### config.mk
export PLATFORM = sky130hd
export DESIGN_NAME = read_queue
export DESIGN_NICKNAME = d
export VERILOG_FILES = /design/src/rtl/read_queue.sv
export SDC_FILE = /design/constraint.sdc
export NUM_CORES = 1
export LEC_CHECK = 0
export CELL_PAD_IN_SITES_DETAIL_PLACEMENT = 2
export CELL_PAD_IN_SITES_GLOBAL_PLACEMENT = 2
export CORE_UTILIZATION = 40
export DETAILED_ROUTE_END_ITERATION = 10
export MAX_ROUTING_LAYER = met4
export PLACE_DENSITY = 0.78
export SYNTH_ARGS = -nofsm -noshare
export SYNTH_HDL_FRONTEND = slang
export SYNTH_SLANG_ARGS = --single-unit
### constraint.sdc
create_clock -name clk -period 5.1 [get_ports clk]
set_clock_uncertainty 0.15 [all_clocks]
set_input_delay 1.53 -clock clk [delete_from_list [all_inputs] [get_ports clk]]
set_output_delay 1.53 -clock clk [all_outputs]
set_load 0.1 [all_outputs]
### src/rtl/read_queue.sv
// read_queue: in-order word buffer with a strobe-only write side and a
// valid/ready read side. Writes that land on a full queue are dropped and
// latch a sticky overflow flag.
// Optional feature: define READ_QUEUE_BYPASS_EN to let a word written into an
// empty queue appear on the read port in the same cycle.
module read_queue #(
  parameter int DATA_WIDTH = 32,
  parameter int DEPTH      = 4
) (
  input  logic                       clk,
  input  logic                       rst,
  input  logic                       write_en,
  input  logic [DATA_WIDTH-1:0]      i_write_data,
  output logic                       o_full,
  output logic                       o_overflow,
  output logic                       o_read_valid,
  input  logic                       i_read_ready,
  output logic [DATA_WIDTH-1:0]      o_read_data,
  output logic [$clog2(DEPTH):0]     o_count
);

  localparam int AW = $clog2(DEPTH);
  localparam int PW = AW + 1;

  logic [DATA_WIDTH-1:0] mem [DEPTH];

  logic [PW-1:0] wrPtr_q, wrPtr_d;
  logic [PW-1:0] rdPtr_q, rdPtr_d;
  logic          overflow_q, overflow_d;

  logic                  isEmpty;
  logic                  isFull;
  logic                  pushAccepted;
  logic                  pushDropped;
  logic                  storeWord;
  logic                  popStored;
  logic                  readValid;
  logic [DATA_WIDTH-1:0] headData;

  // Occupancy flags come only from the registered pointers; the wrap bit
  // tells a full queue apart from an empty one when the addresses match.
  always_comb begin
    isEmpty = (wrPtr_q == rdPtr_q);
    isFull  = (wrPtr_q[AW-1:0] == rdPtr_q[AW-1:0]) && (wrPtr_q[AW] != rdPtr_q[AW]);
  end

`ifdef READ_QUEUE_BYPASS_EN
  // An empty queue forwards the incoming word straight to the read port; if
  // the consumer takes it right away it never touches the storage array.
  always_comb begin
    readValid    = !isEmpty || write_en;
    headData     = isEmpty ? i_write_data : mem[rdPtr_q[AW-1:0]];
    pushAccepted = write_en && !isFull;
    pushDropped  = write_en && isFull;
    popStored    = !isEmpty && i_read_ready;
    storeWord    = pushAccepted && !(isEmpty && i_read_ready);
  end
`else
  // Read side only ever sees stored words, so there is no path from the
  // write inputs to the read outputs and the minimum latency is one cycle.
  always_comb begin
    readValid    = !isEmpty;
    headData     = mem[rdPtr_q[AW-1:0]];
    pushAccepted = write_en && !isFull;
    pushDropped  = write_en && isFull;
    popStored    = !isEmpty && i_read_ready;
    storeWord    = pushAccepted;
  end
`endif

  // Next-state for the pointers and the sticky overflow flag; fullness is
  // judged before any pop in the same cycle, so a write to a full queue is
  // dropped even while a word leaves.
  always_comb begin
    wrPtr_d    = wrPtr_q;
    rdPtr_d    = rdPtr_q;
    overflow_d = overflow_q;
    if (storeWord) begin
      wrPtr_d = wrPtr_q + 1'b1;
    end
    if (popStored) begin
      rdPtr_d = rdPtr_q + 1'b1;
    end
    if (pushDropped) begin
      overflow_d = 1'b1;
    end
  end

  // Pointer and flag registers; reset wins over any push or pop in the same cycle.
  always_ff @(posedge clk) begin
    if (rst) begin
      wrPtr_q    <= '0;
      rdPtr_q    <= '0;
      overflow_q <= 1'b0;
    end else begin
      wrPtr_q    <= wrPtr_d;
      rdPtr_q    <= rdPtr_d;
      overflow_q <= overflow_d;
    end
  end

  // Storage array; contents are never cleared because the pointers define what is live.
  always_ff @(posedge clk) begin
    if (!rst && storeWord) begin
      mem[wrPtr_q[AW-1:0]] <= i_write_data;
    end
  end

  // Output drive; data is held at zero whenever nothing is offered.
  always_comb begin
    o_full       = isFull;
    o_overflow   = overflow_q;
    o_read_valid = readValid;
    o_read_data  = readValid ? headData : '0;
    o_count      = wrPtr_q - rdPtr_q;
  end

endmodule

==> metrics, run 1 <==
I/O pins=74; wire per inst=22.2 µm; critical path startpoint category=flop; reg-to-reg critical path startpoint=wrPtr_q[0]; Mean Syn Cell Area=19.9 µm²; DRT Pass-1 Iters=4; total negative slack=0 ps; final wirelength=12.2 mm; Setup crit end kind=output port; Post-Place Cells=516; layout cells sized above 1=29.6%; H-Tree Depth=4; Detail Placement HPWL=7.29 mm; Post-Layout Cell Count=549; Crit Path Category=flop to output port; hold path start=o_overflow; post-synthesis cell count=276; period utilization=87.7%; setup repair bufs after CTS=0; Area growth syn-to-layout=26.7%; CTS tree=built; Yosys reg bits=137; class of the worst hold path=flop to flop; DP Worst Slack=1020 ps; gpl congestion=0.813; clock buffer depth=2; total die area=14200 µm²; Die X=119 µm; Congestion Overflow GR=0; commonest non-fill, non-tap cells in the layout=128 x edfxtp_1, 40 x buf_4, 37 x clkdlybuf4s50_1; most common cell after layout, fill and taps aside=edfxtp_1; DR vias/cell=5.17; input/output buffers=73; GRT Overall Usage=19.5%; largest net degree at the start of global routing=33; worst hold slack=323 ps; CTS sink cnt=137; ANT nets after route=0; Core Area=13300 µm²; Final min period=4470 ps; max_cap viols=0; Yosys cell types=31; final hold viol count=0; count of pins over their slew limit=0; Starting Density=41.3%; number of buffers created by CTS=17; number of remaining DRC errors=0; vias in the first global route=3243; RSZ-0062 raised after global routing=false; # resized after CTS=0; crit path max fanout=23; vias=2840; status=completed; syn_nets=320; relative max-transition margin=34.5%; # fillers=1161; Achievable Freq=224 MHz; worst-margin pin slew=980 ps; initial drt markers=164; FP Rows=42; final setup fails=0; Die Height=119 µm; Syn. warnings=0; clk root buf=clkbuf_16; antenna violations before repair=1; fin nets=403; clock-pin slew on the worst setup and hold paths=60 ps; Final WS setup=630 ps; global-route wire length before repair=19.1 mm; Critical Path AT=2790 ps; CP startpoint=wrPtr_q[0]; cts-stage hold buffer count=0; latest clock arrival within the worst-skew pair=420 ps; critical path required time=3420 ps; Seq/Total Area, Yosys=73.3%; mapped cell area=5490 µm²
==> critical path, stage by stage, from the launching register on <==
cell and delay, ps:
dfxtp_1 430, inv_1 130, ha_1 350, nand2_1 250, nor2_4 620, buf_4 300
nor2b_1 70, buf_4 230
==> logic make-up (layout without fill, tap and decap cells) <==
logic type | count (synthesis) | count (layout) | synth area share (%)
AO/OA/AOI/OAI | 14 | 14 | 1.87
buffers and inverters | 20 | 116 | 2.35
multiplexers | 32 | 32 | 13.1
AND/OR/NAND/NOR | 62 | 62 | 6.79
XOR/XNOR | 3 | 3 | 0.615
flip-flops | 137 | 137 | 73.3
other | 0 | 1 | 0
adder cells (fa/ha/maj) | 8 | 8 | 1.96
==> layer usage <==
| layer | wire (µm) | vias up | part of all wire (%) | global-route usage [%] |
|---|---|---|---|---|
| li1 | - | 1274 | - | - |
| met1 | 5070 | 1485 | 42 | 23.3 |
| met2 | 6490 | 69 | 53 | 31.8 |
| met3 | 457 | 12 | 3.8 | 4.98 |
| met4 | 147 | 0 | 1.2 | 7.52 |
| met5 | 0 | - | 0 | - |
==> Yosys cell counts <==
cell type  instances  area, µm²
and2b_1            2       15.0
a31oi_1            5       31.3
nand3b_1           1       7.51
nand4_1            2       12.5
nor2b_1           30        188
a21oi_1            2       10.0
and2_1             1       6.26
nor3_1             2       10.0
buf_1              1       3.75
nor2_2             1       6.26
and3_1             3       18.8
buf_6              7       78.8
a41oi_1            2       17.5
xor2_2             1       16.3
dfxtp_1            9        180
mux4_2            32        721
nor3b_1            4       30.0
edfxtp_1         128       3840
or3_1              2       12.5
nand3_1            3       15.0
fa_1               1       20.0
buf_2              1       5.00
nand2_1            7       26.3
xnor2_1            2       17.5
ha_1               7       87.6
inv_1              6       22.5
nor2_1             2       7.51
o311ai_0           5       43.8
clkinv_1           1       3.75
nor2b_2            2       17.5
clkbuf_1           4       15.0
==> worst paths after layout <==
kind	cells after the start	slack, ps	end
max reg2reg	5	2270	mem[0][17]
min reg2reg	2	320	o_overflow
min	2	320	o_overflow
max	7	630	o_read_data[13]
==> area by class of cell <==
cell class	instances	area, µm²	area share [%]
Antenna cell	1	2.50	0.0360
Sequential cell	137	4030	57.9
Clock buffer	19	433	6.23
Timing Repair Buffer	77	671	9.64
Multi-Input combinational cell	119	1350	19.4
Clock inverter	13	224	3.22
Inverter	7	26.3	0.378
Tap cell	176	220	3.17
==> per-stage QoR <==
stage	area, µm²	utilization, %
2_1_floorplan	5490	-
3_3_place_gp	6290	47.3
3_5_place_dp	6290	47.3
4_1_cts	6950	52.3
5_1_grt	6950	52.3
6_report	6950	52.3
==> sequential cells by signal, summed over array words and instances, names as in the netlist, named ones only <==
name        cells
mem           128
rdPtr_q         3
wrPtr_q         3
o_overflow      1
Power of run 1 is left out: the tool's default activity adds up to more than one toggle a clock period on the data nets, which glitch-free logic cannot reach.
==> run 2, diff against run 1 <==
--- a/config.mk
+++ b/config.mk
@@ -7,10 +7,10 @@
 export LEC_CHECK = 0
 export CELL_PAD_IN_SITES_DETAIL_PLACEMENT = 2
 export CELL_PAD_IN_SITES_GLOBAL_PLACEMENT = 2
-export CORE_UTILIZATION = 40
+export CORE_UTILIZATION = 41
 export DETAILED_ROUTE_END_ITERATION = 10
 export MAX_ROUTING_LAYER = met4
-export PLACE_DENSITY = 0.78
+export PLACE_DENSITY = 0.8
 export SYNTH_ARGS = -nofsm -noshare
 export SYNTH_HDL_FRONTEND = slang
 export SYNTH_SLANG_ARGS = --single-unit
==> constraint.sdc (replaced) <==
create_clock -name clk -period 4.36 [get_ports clk]
set_clock_uncertainty 0.15 [all_clocks]
set_input_delay 1.308 -clock clk [delete_from_list [all_inputs] [get_ports clk]]
set_output_delay 1.308 -clock clk [all_outputs]
set_load 0.1 [all_outputs]
==> run 2 against run 1 <==
Sequential share of layout area is 0.65 points lower. Worst setup slack worse by 300 ps. Critical path depth did not move. Cell count increased by 0.36%. Hold slack gained 6.0 ps. Sequential cell count did not move. Wire length is 17% higher. Via count rose by 4.9%. Global-route usage increased by 3.2 points. Clock-buffer cell count shrank 1. Highest routed layer unchanged.
==> metrics, run 2 (synthesized netlist as in run 1, its figures left out) <==
status=completed; Crit Path Category=flop to output port; Starting Density=42.8%; Post-Layout Cell Count=551; clock buffer depth=2; input/output buffers=73; crit path max fanout=15; cts-stage hold buffer count=0; Critical Path AT=2570 ps; relative max-transition margin=33.6%; total die area=13900 µm²; GRT Overall Usage=22.7%; critical path startpoint category=flop; Detail Placement HPWL=8.64 mm; Achievable Freq=248 MHz; DR vias/cell=5.41; antenna violations before repair=0; RSZ-0062 raised after global routing=false; total negative slack=0 ps; initial drt markers=151; max_cap viols=0; # fillers=1132; Die X=118 µm; worst-margin pin slew=994 ps; commonest non-fill, non-tap cells in the layout=128 x edfxtp_1, 42 x buf_4, 36 x clkdlybuf4s50_1; I/O pins=74; worst hold slack=329 ps; count of pins over their slew limit=0; GR Layer Usage met2=38.1%; Core Area=12800 µm²; Die Height=118 µm; class of the worst hold path=flop to flop; fin nets=410; layout cells sized above 1=31.4%; latest clock arrival within the worst-skew pair=430 ps; CTS sink cnt=137; CTS tree=built; number of remaining DRC errors=0; vias=2979; vias in the first global route=3387; H-Tree Depth=4; largest net degree at the start of global routing=33; DRT Pass-1 Iters=4; Area growth syn-to-layout=28.1%; most common cell after layout, fill and taps aside=edfxtp_1; setup repair bufs after CTS=0; global-route wire length before repair=21.6 mm; gpl congestion=0.747; clock-pin slew on the worst setup and hold paths=60 ps; ANT nets after route=0; number of buffers created by CTS=17; clk root buf=clkbuf_16; diodes inserted=0; final hold viol count=0; met3 Usage GRT=6.20%; wire per inst=25.8 µm; met1 Track Usage GR=26.6%; critical path required time=2900 ps; final setup fails=0; final wirelength=14.2 mm; Final min period=4030 ps; Post-Place Cells=519; GR peak layer=met2; period utilization=92.4%; max reg flops=128; FP Rows=41; Congestion Overflow GR=0; Setup crit end kind=output port; # resized after CTS=0
run 2: cell count changes in the layout (fill, tap and decap cells not counted), moves of 2 or more:
cell        delta
buf_12         +6
clkinv_4       +3
buf_4          +2
bufinv_16      -2
clkinv_2       +2
clkinvlp_4     -2
run 2: final timing paths:
check | startpoint | end | slack, ps | depth (start not counted)
setup / recovery | wrPtr_q[0] | o_read_data[10] | 330 | 7
hold / removal | o_overflow | o_overflow | 330 | 2
setup reg to reg | wrPtr_q[0] | mem[0][22] | 1660 | 6
hold reg to reg | o_overflow | o_overflow | 330 | 2
run 2: metal layers:
metal,up-vias,share of wire [%]
met3,24,4.2
met1,1568,42
met5,-,0
met4,0,1.6
li1,1290,-
met2,97,52
run 2: through the flow:
stage,util (%),setup WS (ps),cell area [µm²]
detailed placement,50.1,810,6420
global placement,50.1,929,6420
floorplan,-,274,5500
finish,54.8,333,7030
global route,54.8,201,7030
CTS,54.8,315,7030
run 2: layout make-up:
class	count	area [µm²]	area share [%]
repair buffers	84	796	11.3
clock buffers	18	429	6.10
flip-flops and latches	137	4030	57.2
well taps	172	215	3.06
clock inverters	14	180	2.56
inverters	7	26.3	0.374
multi-input cells	119	1360	19.3
run 2: worst max-delay path, stage by stage, from the launching register on:
cell	delay [ps]
dfxtp_1	440
inv_1	130
ha_1	360
nand2_1	380
nor2_4	70
buf_4	220
nor2b_1	200
buf_4	330
Power of run 2 is left out for the same reason.
==> run 3, diff against run 2 <==
==> config.mk (replaced) <==
export PLATFORM = sky130hd
export DESIGN_NAME = read_queue
export DESIGN_NICKNAME = d
export VERILOG_FILES = /design/src/rtl/read_queue.sv
export SDC_FILE = /design/constraint.sdc
export NUM_CORES = 1
export LEC_CHECK = 0
export CORE_UTILIZATION = 50
export DETAILED_ROUTE_END_ITERATION = 10
export MAX_ROUTING_LAYER = met4
export PLACE_DENSITY = 0.75
export SYNTH_ARGS = -nofsm -noshare
export SYNTH_HDL_FRONTEND = slang
export SYNTH_SLANG_ARGS = --single-unit
==> run 3 against run 2 <==
Sequential share of layout area rose by 0.81 points. Global-route usage down 3.4 points. Sequential cell count is the same. Critical path depth increased by 1.
==> metrics, run 3 (synthesized netlist as in run 1, its figures left out) <==
status=completed; ANT nets after route=0; antenna violations before repair=0; Die X=107 µm; reg-to-reg critical path startpoint=wrPtr_q[0]; Detail Placement HPWL=6.14 mm; count of pins over their slew limit=0; most used cell, CP=buf_12; R2R Path End=mem[1][19]; Reg area=4030 µm²; Crit Path Category=flop to output port; GRT Overall Usage=19.3%; clk root buf=clkbuf_8; crit path max fanout=23; CP max stage delay=420 ps; wire per inst=19.2 µm; total die area=11400 µm²; Worst Hold End=o_overflow; Achievable Freq=248 MHz; final hold viol count=0; worst-margin pin slew=974 ps; worst reg-to-reg setup slack=1630 ps; Setup crit end kind=output port; fin nets=406; clock-pin slew on the worst setup and hold paths=60 ps; I/O pins=74; CP startpoint=wrPtr_q[0]; DRT Pass-1 Iters=5; number of buffers created by CTS=17; final wirelength=9.81 mm; Worst Reg-to-Reg Cells=6; vias in the first global route=2906; input/output buffers=73; Final min period=4040 ps; Die Height=107 µm; commonest non-fill, non-tap cells in the layout=128 x edfxtp_1, 40 x buf_4, 36 x clkdlybuf4s50_1; hold path start=o_overflow; largest net degree at the start of global routing=33; CTS tree=built; Critical Path AT=2580 ps; initial drt markers=141; # resized after CTS=0; Area growth syn-to-layout=26.3%; slowest cell on the critical path=dfxtp_1; setup repair bufs after CTS=0; diodes inserted=0; critical path startpoint category=flop; crit path cell chain=inv_1, ha_1, nand2_1, buf_4, nor2_4, buf_12, and2b_1, buf_12; relative max-transition margin=34.9%; layout cells sized above 1=30.9%; final setup fails=0; vias=2817; Core Area=10500 µm²; total negative slack=0 ps; clock buffer depth=2; class of the worst hold path=flop to flop; most common cell after layout, fill and taps aside=edfxtp_1; # fillers=739; Hold Path Stages=2; global-route wire length before repair=15.2 mm; max_cap viols=0; Starting Density=52.5%; critical path required time=2900 ps; H-Tree Depth=4; CP bufs+invs=4; multi-input logic area=1360 µm²; RSZ-0062 raised after global routing=false; max reg flops=128; period utilization=92.6%; delay-heaviest family, CP=buffers and inverters; number of remaining DRC errors=0; gpl congestion=0.822; latest clock arrival within the worst-skew pair=510 ps; FP Rows=37; cts-stage hold buffer count=0; DR vias/cell=5.51; Congestion Overflow GR=0; CTS sink cnt=137
==> run 3: changes by cell type in the layout (fill, tap and decap cells not counted), sizes merged <==
cell and change:
clkinvlp +1, buf -4, inv +5, clkinv -6
==> run 3: routing by layer <==
| layer | track usage (%) | routed length (µm) | vias to the layer above |
|---|---|---|---|
| met5 | - | 0 | - |
| met4 | 7.73 | 91 | 0 |
| met3 | 4.68 | 499 | 7 |
| met2 | 29.5 | 4820 | 94 |
| met1 | 25.1 | 4400 | 1434 |
| li1 | - | - | 1282 |
==> run 3: layout make-up <==
cell class / instances / share of cell area (%)
Clock buffer: 18 / 6.03
Clock inverter: 14 / 2.80
Inverter: 7 / 0.379
Multi-Input combinational cell: 119 / 19.6
Sequential cell: 137 / 58.1
Tap cell: 136 / 2.45
Timing Repair Buffer: 80 / 10.7
==> run 3: worst max path at each step <==
stage                endpoint  slack [ps]  depth (start not counted)
2_1_floorplan      o_count[2]         270                          4
3_3_place_gp       mem[0][29]         790                          4
3_5_place_dp       mem[1][29]         720                          4
4_1_cts        o_read_data[0]         300                          8
5_1_grt        o_read_data[0]         180                          8
6_report       o_read_data[0]         320                          8
==> run 3: through the flow <==
step | utilization, % | hold slack (ps) | std cells | setup slack, ps | instance area [µm²]
after floorplan | - | 380 | 276 | 274 | 5500
after global placement | 60.4 | 324 | 479 | 787 | 6320
after detailed placement | 60.4 | 328 | 479 | 725 | 6320
after CTS | 66.3 | 340 | 511 | 300 | 6940
after global routing | 66.3 | 369 | 511 | 178 | 6940
final | 66.3 | 329 | 511 | 322 | 6940
==> run 3: worst min-delay path: stages (launching register included) <==
cell and delay, ps:
dfxtp_1 330, a31oi_1 40, nor2_1 70
Power of run 3 is left out for the same reason.
